===== config.mk =====
export PLATFORM = sky130hd
export DESIGN_NAME = mux_reg_8x8
export DESIGN_NICKNAME = d
export VERILOG_FILES = /design/src/rtl/mux_reg_8x8_pkg.sv /design/src/rtl/mux_reg_cell.sv /design/src/rtl/mux_reg_8x8.sv
export SDC_FILE = /design/constraint.sdc
export NUM_CORES = 1
export LEC_CHECK = 0
export ABC_AREA = 1
export BUFFER_PORTS_ARGS = -buffer_cell sky130_fd_sc_hd__buf_4
export CORE_MARGIN = 10
export CORE_UTILIZATION = 53
export DETAILED_ROUTE_END_ITERATION = 6
export PLACE_DENSITY = 0.76
export SLEW_MARGIN = 20
export SYNTH_ARGS = -nofsm -noshare
export SYNTH_HDL_FRONTEND = slang
export SYNTH_SLANG_ARGS = --single-unit

===== constraint.sdc =====
create_clock -name clk -period 2 [get_ports clk]
set_input_delay 0.5 -clock clk [delete_from_list [all_inputs] [get_ports clk]]
set_output_delay 0.5 -clock clk [all_outputs]
set_load 0.05 [all_outputs]

===== src/rtl/mux_reg_8x8_pkg.sv =====
// Shared constants and types for the eight-entry page register bank.
package mux_reg_8x8_pkg;

    localparam int WIDTH     = 8;
    localparam int DEPTH     = 8;
    localparam int CHAIN_LEN = WIDTH * DEPTH;

    typedef logic [WIDTH-1:0] page_byte_t;

endpackage


===== src/rtl/mux_reg_cell.sv =====
// One WIDTH-bit page register with parallel load and a serial scan path.
module mux_reg_cell
    import mux_reg_8x8_pkg::*;
(
    input  logic       clk,
    input  logic       reset,
    input  logic       load,
    input  logic       tc,
    input  logic       si,
    input  page_byte_t d,
    output page_byte_t q,
    output logic       so
);

    page_byte_t r_q;

    // Scan enters at bit 0 and leaves from the MSB; tc outranks load.
    always_ff @(posedge clk or posedge reset) begin
        if (reset) begin
            r_q <= '0;
        end else if (tc) begin
            r_q <= {r_q[WIDTH-2:0], si};
        end else if (load) begin
            r_q <= d;
        end
    end

    assign q  = r_q;
    assign so = r_q[WIDTH-1];

endmodule


===== src/rtl/mux_reg_8x8.sv =====
// Bank of eight scannable page registers with one-hot write enables and an
// AND-OR one-hot read mux; all 64 flops form a single scan chain td -> tq.
module mux_reg_8x8
    import mux_reg_8x8_pkg::*;
(
    input  logic             clk,
    input  logic             reset,
    input  logic [WIDTH-1:0] in_data,
    input  logic [DEPTH-1:0] en_in,
    input  logic [DEPTH-1:0] en_out,
    output logic [WIDTH-1:0] out_data,
    input  logic             tc,
    input  logic             td,
    output logic             tq
);

    page_byte_t       w_q      [DEPTH];
    page_byte_t       w_masked [DEPTH];
    logic [DEPTH:0]   w_chain;

    assign w_chain[0] = td;

    for (genvar gi = 0; gi < DEPTH; gi++) begin : g_cell
        mux_reg_cell u_cell (
            .clk   (clk),
            .reset (reset),
            .load  (en_in[gi]),
            .tc    (tc),
            .si    (w_chain[gi]),
            .d     (in_data),
            .q     (w_q[gi]),
            .so    (w_chain[gi+1])
        );

        assign w_masked[gi] = w_q[gi] & {WIDTH{en_out[gi]}};
    end

    // Pure OR of masked terms: multiple selects merge, no select yields zero.
    always_comb begin
        out_data = '0;
        for (int unsigned i = 0; i < DEPTH; i++) begin
            out_data = out_data | w_masked[i];
        end
    end

    assign tq = w_chain[DEPTH];

endmodule


==> flow_summary.ini <==
[cts]
path_clk_slew_ps = 70
tritoncts.num_buffers = 9
cts_tree = done
cts_root_buf = clkbuf_8
cts_resized = 0
postCtsHoldBufs = 0
clk_latency_ps = 350
cts.htree.levels = 3
numClockSinks = 64
postCtsSetupBuffers = 0
clock_path_buffers = 2

[pwr]
p_total_mw = 3.60
p_leak_nw = 1.97
power_density_nw_per_um2 = 928
ir_drop_uv = 521

[worst_setup_path]
path_class = flip-flop to primary output
end_kind = primary output
required_ps = 1500
rr_startpoint = g_cell[1].u_cell.q[7]
path_max_fanout = 3
r2r_slack_ps = 1290
regToRegEndpoint = g_cell[2].u_cell.q[0]
crit_arrival_ps = 1370
start_kind = flip-flop
reg2reg_depth = 2

[finish]
finalNonFillerCells = 583
fin_area_um2 = 3880
drive_gt1_share_pct = 13.0
syn2layout_area_growth_pct = 12.6
diodes = 0
fin_nets = 529
mostFrequentLayoutCells = nand2_1, nand3_1, dfrtp_1
num-fill-cells = 586
layout_commonest_cell = nand2_1
largest_reg_flops = 64
fin_util_pct = 61.1

[sta]
worst_slew_pin_slew_ps = 621
rsz0062_at_grt = false
maxSlewHeadroom_pct = 58.6
tns_ps = 0
setup_slack_ps = 126
min_period_ps = 1870
maxSlewViolCount = 0
fmax_mhz = 534
fin_crit_sh_pct = 93.7
clock_skew_ps = 9.42
hold_slack_ps = 153
hold_viol = 0
setup_viol = 0

[die]
io_pins = 37
dieArea_um2 = 10100
die_width_um = 101
core_um2 = 6350
fp-row-count = 29
initial_core_util_pct = 54.3
dieHeight_um = 101

[synthesis]
synth_seq_cells = 64
synthCells = 488
yosysTopAreaCell = dfrtp_1
synth_fp_nets = 516
ys_seq_area_share_pct = 46.5
synth_top_area_share_pct = 46.5
yosys_warnings = 0
synth_area_um2 = 3450
ys_top_cells_by_area = dfrtp_1, nand2_1, nand3_1
yosysUniqueCellTypes = 12
avgSynthCellArea_um2 = 7.06

[global_route]
grt_max_degree = 65
grt_pass1_wl_mm = 15.6
antenna_found_initial = 0
grt_use_total_pct = 19.4
grt_pass1_vias = 3071
grt_overflow = 0

[worst_hold_path]
holdCritPathClass = primary input to asynchronous set/reset pin

[detailed_routing]
drtIter0Drc = 353
wl_mm = 9.54
drc = 0
via_per_inst = 5.72
post_drt_wl_per_cell_um = 16.4
antenna_left = 0
via_count = 3336
firstDrtPassIters = 5

[placement]
dp_hpwl_mm = 6.31
portBuffers = 36
place_ws_ps = 271
placed_cells = 567
gp_congestion = 0.946
post_dp_cell_area_um2 = 3660

[status]
status = complete, no violations

[run]
maxCapViolCount = 0
[report_power, final]
group	internal, mW	switching, mW	total (mW)
clock network	0.729	0.526	1.25
registers	1.46	0.143	1.61
logic	0.249	0.490	0.739
[routing by layer]
layer  track usage [%]  routed length, µm
met5                 0                  0
met4              6.85                139
met1              26.4               4050
met2              29.3               4530
met3              4.46                827
[cell type report]
| cell class | instances | area (µm²) | area share [%] |
|---|---|---|---|
| multi-input cells | 384 | 1620 | 41.8 |
| flip-flops and latches | 64 | 1600 | 41.3 |
| repair buffers | 40 | 325 | 8.39 |
| clock buffers | 10 | 138 | 3.55 |
| well taps | 77 | 96.3 | 2.48 |
| clock inverters | 6 | 82.6 | 2.13 |
| inverters | 2 | 13.8 | 0.355 |
[kinds of logic after synthesis]
logic type / after synthesis / synth area share (%)
AND/OR/NAND/NOR: 384 / 47.1
flip-flops: 64 / 46.5
buffers and inverters: 40 / 6.46
[cells in the mapped netlist]
library cell  number
nand3_1          128
nor2_1            16
inv_1              1
buf_2              5
nand2_1          232
dfrtp_1           64
buf_4              1
inv_4              1
buf_6              8
buf_1              4
clkbuf_1          20
nor2_2             8
[worst max-delay path: stages, from the launching register on]
cell,delay (ps)
dfrtp_1,400
nand2_1,80
nand2_1,60
nor2_1,210
nand2_1,80
buf_4,190
[worst max path at each step]
stage                          startpoint     endpoint  slack [ps]
finish              g_cell[6].u_cell.q[5]  out_data[5]         130
global placement                en_out[4]  out_data[5]         290
global route        g_cell[4].u_cell.q[5]  out_data[5]          60
floorplan                       en_out[7]  out_data[7]         280
CTS                 g_cell[4].u_cell.q[5]  out_data[5]         150
detailed placement              en_out[0]  out_data[1]         270
(Power assumes the default switching activity.)
